File: src/rtl/jtframe_sdram_sched.sv
// Round-robin SDRAM read scheduler for four level-request slots.
// One read in flight; watchdog on data return; refresh when idle.
//
// Ports:
//   clk, rst_n          clock, async active-low reset
//   downloading         blocks new grants while high
//   slot_req/slot_addr  per-slot request level and address
//   slot_ok/slot_dout   one-cycle done pulse, shared data word
//   sdram_req/addr/ack  request handshake to the SDRAM controller
//   data_rdy/data_read  returned data from the controller
//   refresh_en, busy    idle-refresh permission, transaction flag
module jtframe_sdram_sched #(
  parameter int AW   = 22,
  parameter int TOUT = 255
) (
  input  logic            clk,
  input  logic            rst_n,
  input  logic            downloading,
  input  logic [3:0]      slot_req,
  input  logic [4*AW-1:0] slot_addr,
  output logic [3:0]      slot_ok,
  output logic [31:0]     slot_dout,
  output logic            sdram_req,
  output logic [AW-1:0]   sdram_addr,
  input  logic            sdram_ack,
  input  logic            data_rdy,
  input  logic [31:0]     data_read,
  output logic            refresh_en,
  output logic            busy
);

  localparam int WW = $clog2(TOUT + 1);

  typedef enum logic [1:0] {
    IDLE,
    WAIT_ACK,
    WAIT_RDY
  } state_t;

  state_t        state, state_nx;
  logic [1:0]    grant, grant_nx;
  logic [1:0]    last, last_nx;
  logic [1:0]    pick;
  logic          hit;
  logic [AW-1:0] addr_sel, addr_nx;
  logic          req_nx;
  logic [3:0]    ok_nx;
  logic [31:0]   dout_nx;
  logic [WW-1:0] wd, wd_nx, wd_inc;

  // Search starts one past the last completed grant.
  always_comb begin : rr
    logic [1:0] idx;
    pick = last;
    hit  = 1'b0;
    idx  = last;
    for (int i = 1; i <= 4; i++) begin
      idx = last + 2'(i);
      if (!hit && slot_req[idx]) begin
        hit  = 1'b1;
        pick = idx;
      end
    end
  end

  always_comb begin
    unique case (pick)
      2'd0: addr_sel = slot_addr[0*AW +: AW];
      2'd1: addr_sel = slot_addr[1*AW +: AW];
      2'd2: addr_sel = slot_addr[2*AW +: AW];
      2'd3: addr_sel = slot_addr[3*AW +: AW];
      default: addr_sel = '0;
    endcase
  end

  assign wd_inc = wd + 1'b1;

  always_comb begin
    state_nx = state;
    grant_nx = grant;
    last_nx  = last;
    addr_nx  = sdram_addr;
    req_nx   = sdram_req;
    ok_nx    = 4'b0000;
    dout_nx  = slot_dout;
    wd_nx    = wd;
    unique case (state)
      IDLE: begin
        if (!downloading && hit) begin
          grant_nx = pick;
          addr_nx  = addr_sel;
          req_nx   = 1'b1;
          state_nx = WAIT_ACK;
        end
      end
      WAIT_ACK: begin
        if (sdram_ack) begin
          req_nx = 1'b0;
          if (data_rdy) begin
            dout_nx  = data_read;
            ok_nx    = 4'b0001 << grant;
            last_nx  = grant;
            state_nx = IDLE;
          end else begin
            wd_nx    = '0;
            state_nx = WAIT_RDY;
          end
        end
      end
      WAIT_RDY: begin
        if (data_rdy) begin
          dout_nx  = data_read;
          ok_nx    = 4'b0001 << grant;
          last_nx  = grant;
          state_nx = IDLE;
        end else if (wd_inc == WW'(TOUT)) begin
          // Timed-out slot goes to the back of the rotation.
          wd_nx    = wd_inc;
          last_nx  = grant;
          state_nx = IDLE;
        end else begin
          wd_nx = wd_inc;
        end
      end
      default: state_nx = IDLE;
    endcase
  end

  always_ff @(posedge clk or negedge rst_n) begin
    if (!rst_n) begin
      state      <= IDLE;
      grant      <= 2'd0;
      last       <= 2'd3;
      sdram_addr <= '0;
      sdram_req  <= 1'b0;
      slot_ok    <= 4'b0000;
      slot_dout  <= 32'd0;
      wd         <= '0;
    end else begin
      state      <= state_nx;
      grant      <= grant_nx;
      last       <= last_nx;
      sdram_addr <= addr_nx;
      sdram_req  <= req_nx;
      slot_ok    <= ok_nx;
      slot_dout  <= dout_nx;
      wd         <= wd_nx;
    end
  end

  assign busy = (state != IDLE);
  assign refresh_en = (state == IDLE) &&
                      ((slot_req == 4'b0000) || downloading);

endmodule
File: config.mk
export PLATFORM = sky130hd
export DESIGN_NAME = jtframe_sdram_sched
export DESIGN_NICKNAME = d
export VERILOG_FILES = /design/src/rtl/jtframe_sdram_sched.sv
export SDC_FILE = /design/constraint.sdc
export NUM_CORES = 1
export LEC_CHECK = 0
export ABC_CLOCK_PERIOD_IN_PS = 4300
export BUFFER_PORTS_ARGS = -buffer_cell sky130_fd_sc_hd__buf_2
export CAP_MARGIN = 40
export CORE_MARGIN = 2
export CORE_UTILIZATION = 50
export DETAILED_ROUTE_END_ITERATION = 12
export PLACE_DENSITY = 0.9
export SETUP_SLACK_MARGIN = 0.3
export SLEW_MARGIN = 20
export SYNTH_ARGS = -nofsm -noshare
export SYNTH_HDL_FRONTEND = slang
export SYNTH_SLANG_ARGS = --single-unit
File: constraint.sdc
create_clock -name clk -period 4.3 [get_ports clk]
set_input_delay 0.86 -clock clk [delete_from_list [all_inputs] [get_ports clk]]
set_output_delay 0.86 -clock clk [all_outputs]
set_load 0.05 [all_outputs]
Word-level counts from Yosys, hierarchy flattened
Index checks and enable logic that the tools add are counted.
{"block": "word_totals", "register_bits": 73, "input_bits": 129, "out_inout_bits": 61, "wordCells": 92}
{"block": "classes", "n_mux": 41, "addsub": 4, "reduce_logical": 22, "n_eq_ne": 12, "magnitude_cmp": 4, "shift": 1}
{"operator": "$pmux W22 S4", "count": 1}
{"operator": "$mux W32", "count": 2}
{"operator": "$pmux W32 S2", "count": 1}
{"operator": "$mux W2", "count": 13}
{"operator": "$mux W8", "count": 3}
{"operator": "$pmux W8 S2", "count": 1}
{"operator": "$lt A2 B3 Y1 const B", "count": 4}
{"operator": "$mux W1", "count": 10}
{"operator": "$ne A2 B2 Y1 const B", "count": 5}
{"operator": "$add A8 B1 Y8 const B", "count": 1}
{"operator": "$bmux W1 S2", "count": 4}
{"operator": "$eq A8 B8 Y1 const B", "count": 1}
{"operator": "$mux W4", "count": 2}
{"operator": "$pmux W4 S2", "count": 1}
{"operator": "$reduce_and A4 Y1", "count": 2}
{"operator": "$eq A2 B2 Y1 const B", "count": 3}
{"operator": "$pmux W2 S3", "count": 1}
{"operator": "$reduce_and A3 Y1", "count": 2}
{"operator": "$reduce_bool A2 Y1", "count": 3}
{"operator": "$logic_and A1 B1 Y1", "count": 5}
{"operator": "$add A2 B2 Y2 const B", "count": 2}
{"operator": "$eq A2 B1 Y1 const B", "count": 2}
{"operator": "$logic_not A1 Y1", "count": 4}
{"operator": "$logic_not A2 Y1", "count": 2}
{"operator": "other kinds (8)", "count": 9}

Depth between registers and ports, before layout
{"block": "logic_depth", "depth_word": 16, "depth_mapped": 8, "depth_no_buf": 7}

Worst setup path before layout
Ideal clock, no wire load.
{"block": "synth_path", "kind": "in2out", "from": "in slot_req[2]", "to": "out refresh_en", "arrival_time_ns": 2.070, "slack_ns": 1.370, "t_required_ns": 3.440, "stages": 3, "path_cell_list": "nor4_2 -> nor2_1 -> nor2_1"}
{"block": "synth_via", "elab_chain_cells": 3}
{"item": "start: declaration", "line_no": "19", "source": "input logic [3:0] slot_req,"}
{"item": "$logic_not A4 Y1", "line_no": "153", "source": "((slot_req == 4'b0000) || downloading);"}
{"item": "$logic_or A1 B1 Y1", "line_no": "153"}
{"item": "$logic_and A1 B1 Y1", "line_no": "152", "source": "assign refresh_en = (state == IDLE) &&"}
{"item": "end: declaration", "line_no": "28", "source": "output logic refresh_en,"}
No other way between the ends.

Worst setup path in the final report
Same ends and word-level chain as after synthesis.

==> reports/qor.yml <==
floorplanning:
  pin_count: 190
  die_area_sq_um: 8530
  num_rows: 32
  fp.dieH_um: 92.36
  initial_core_util_pct: 51.05
  coreArea_sq_um: 7647
  fp.dieW_um: 92.36
placement:
  gp_congestion: 0.8752
  placed_cells: 636
  hpwlAfterDp_um: 8379
  portBuffers: 189
synthesis:
  syn-num-nets: 496
  synth_top_cell_by_area: "dfrtp_1"
  post_synth_num_cell_types: 45
  synth_area_leaders: "dfrtp_1 46%, mux2_2 8.7%, mux2i_1 5.9%"
  synth_area_per_cell_sq_um: 10.78
  synth_cells: 362
  synth_mux_area_share_pct: 15.71
  syn_area_sq_um: 3904
  synth-main-ff-cell: "dfrtp_1"
  synth_edf_count: 0
  synthXorXnorAreaFrac_pct: 1.378
  async_flop_share_pct: 100.0
  synth_seq_cells: 73
  synth_seq_area_share_pct: 46.86
  synth_top_area_share_pct: 45.51
  yosysWarnings: 0
  synth_top_family_by_area: "compound AO/OA/AOI/OAI gates"
  synth-simple-area-share_pct: 10.90
  synth_fa_ha_area_share_pct: 1.603
  synth_compound_area_share_pct: 17.60
pwr:
  p_clk_share_pct: 15.6
  swShare_pct: 50.83
  ir_drop_uv: 496.0
  comb_power_share_pct: 57.1
  power_density_nw_per_um2: 817.1
  leakage_nw: 2.538
  finalPower_w: 0.004284
  seqPwrFrac_pct: 27.3
  p_int_w: 0.002106
  power_switching_w: 0.002177
timing:
  finalMaxSlewViolations: 0
  hold_viol: 0
  fin_crit_sh_pct: 71.16
  rsz0062_at_grt: "false"
  tightest_slew_ps: 694.2
  layout_min_cycle_time_ps: 3060
  hold_ws_ps: 387.4
  fmax_mhz: 326.8
  fin_tns_setup_ps: 0
  relSlewSlack_pct: 53.57
  finalSetupViolations: 0
  skew_ps: 8.631
worst_setup_path:
  cp_slowest_cell: "nor4_2"
  ff2ff_setup_slack_ps: 1660
  max_stage_delay_ps: 530
  arrival_ps: 2200
  crit_family: "simple AND/OR/NAND/NOR gates"
  cp-start-kind: "primary input"
  cp_max_fo: 4
  path_cells: "buf_2 -> nor4_2 -> nor2_1 -> nor2_1 -> buf_2"
  path_buf_inv: 2
  critPathKind: "in -> out"
  endpoint_kind: "output pin"
  worstRegToRegCells: 9
  worstPathRequired_ps: 3440
  cp.depth: 5
clocking:
  post-cts-setup-buffers: 0
  cts_buffers: 9
  clk_latency_ps: 340
  clock_path_buffers: 2
  ctsHoldBuffers: 0
  post_cts_resized: 0
  htree_levels: 3
  cts_tree: "built"
  clkSlewWorstSetupHoldPaths_ps: 80
  cts_num_sinks: 73
  clock-root-buffer: "clkbuf_8"
grt:
  grt.total_usage_pct: 25.48
  antenna_found_initial: 0
  grt_max_degree: 56
  grt_pass1_vias: 3695
  grt_pass1_wl_um: 17080
  grt_overflow: 0
finish:
  fillCellCount: 611
  multiInputGateArea_sq_um: 1862
  final_util_pct: 68.55
  layout-drive-gt1-share_pct: 47.64
  regArea_sq_um: 1829
  instances_no_fill: 652
  nNetsFinal: 679
  area_growth_pct: 34.29
  diodes: 0
routing:
  drt_pre_antenna_iters: 5
  via_count: 3757
  drt-vias-per-instance: 5.762
  drtIter0Drc: 149
  wire_per_inst_um: 17.13
  ant_nets: 0
  routed_wl_um: 11170
  route.detailed.drc: 0
min_path:
  hold_class: "in -> async"
run_status:
  outcome: "finished, final reports clean"
run:
  maxCapViolations: 0
## final cells by class
class,instances,share of cell area [%]
multi-input cells,234,35.51
flip-flops and latches,73,34.89
repair buffers,200,20.50
well taps,102,2.434
clock buffers,9,2.363
clock inverters,7,2.363
inverters,27,1.933
## power by group through the flow
| stage | Sequential, W | Clock [W] | Combinational [W] |
|---|---|---|---|
| 2_1_floorplan | 0.00208 | 0 | 0.000886 |
| 3_3_place_gp | 0.00116 | 0 | 0.00234 |
| 3_5_place_dp | 0.00118 | 0 | 0.00244 |
| 4_1_cts | 0.00117 | 0.000678 | 0.00244 |
| 5_1_grt | 0.00121 | 0.000715 | 0.00256 |
| 6_report | 0.00117 | 0.000668 | 0.00245 |
## layer usage
metal / wire [um] / up-vias / global-route usage [%] / share of wire, %
met2: 5888 / 216 / 46.72 / 53
met5: 0 / - / 0 / 0
met1: 4212 / 1779 / 28.14 / 38
li1: - / 1734 / - / -
met3: 805 / 28 / 6.184 / 7.2
met4: 263 / 0 / 10.32 / 2.4
## Yosys cell counts (4+ instances only)
library cell	instances
nor2_1	10
nor4_1	21
nand2b_1	4
ha_1	5
and3_1	5
clkbuf_1	18
o21ai_0	10
mux2_1	4
mux2i_1	23
a211oi_1	23
mux2_2	30
a31oi_1	24
inv_1	26
nand2_1	9
dfrtp_1	71
nor2b_1	4
buf_4	4
nand3_1	6
o32ai_1	21
## cell usage in the layout (no fill, tap or decap), drive strengths merged, types with 2 or more instances in the layout
cell type,n
buf,200
nor2b,4
a31oi,24
a211oi,23
o32ai,21
nand4,3
o2bb2ai,2
dfstp,2
nor2,10
nor4,22
or2,2
and3,6
dfrtp,71
nor3,4
mux2,34
a21o,2
nand2,10
o21ai,12
clkbuf,9
a22o,3
nor3b,2
mux2i,23
nand2b,4
o31ai,3
bufinv,3
xor2,2
a21oi,2
nand3,6
inv,30
xnor2,2
ha,5
## final timing paths
check                                     start                         to
max in group asynchronous                 rst_n        last[1]$_DFFE_PN1P_
setup reg to reg           state[0]$_DFFE_PN0P_  sdram_addr[7]$_DFFE_PN0P_
min in group clk              wd[7]$_DFFE_PN0P_          wd[7]$_DFFE_PN0P_
setup / recovery                    slot_req[2]                 refresh_en
hold / removal                            rst_n       state[0]$_DFFE_PN0P_
hold reg to reg               wd[7]$_DFFE_PN0P_          wd[7]$_DFFE_PN0P_
## state kept, by name (all words and copies together), names as in the netlist
signal / count
grant: 2
sdram_addr: 22
state: 2
sdram_req: 1
wd: 8
last: 2
slot_dout: 32
slot_ok: 4
## cell families after synthesis
family,Yosys count
AOI/OAI and AO/OA,93
xor gates and xnor gates,4
adders and majority gates,5
buffers and inverters,55
DFF,73
muxes,57
and+or+nand+nor,75
## through the flow
stage / instance area, sq um / worst slack (ps)
2_1_floorplan: 3904 / 1370
3_3_place_gp: 4921 / 1241
3_5_place_dp: 4995 / 1247
4_1_cts: 5243 / 1225
5_1_grt: 5243 / 1153
6_report: 5243 / 1240
Note: power is estimated with default switching activity, not from simulation.
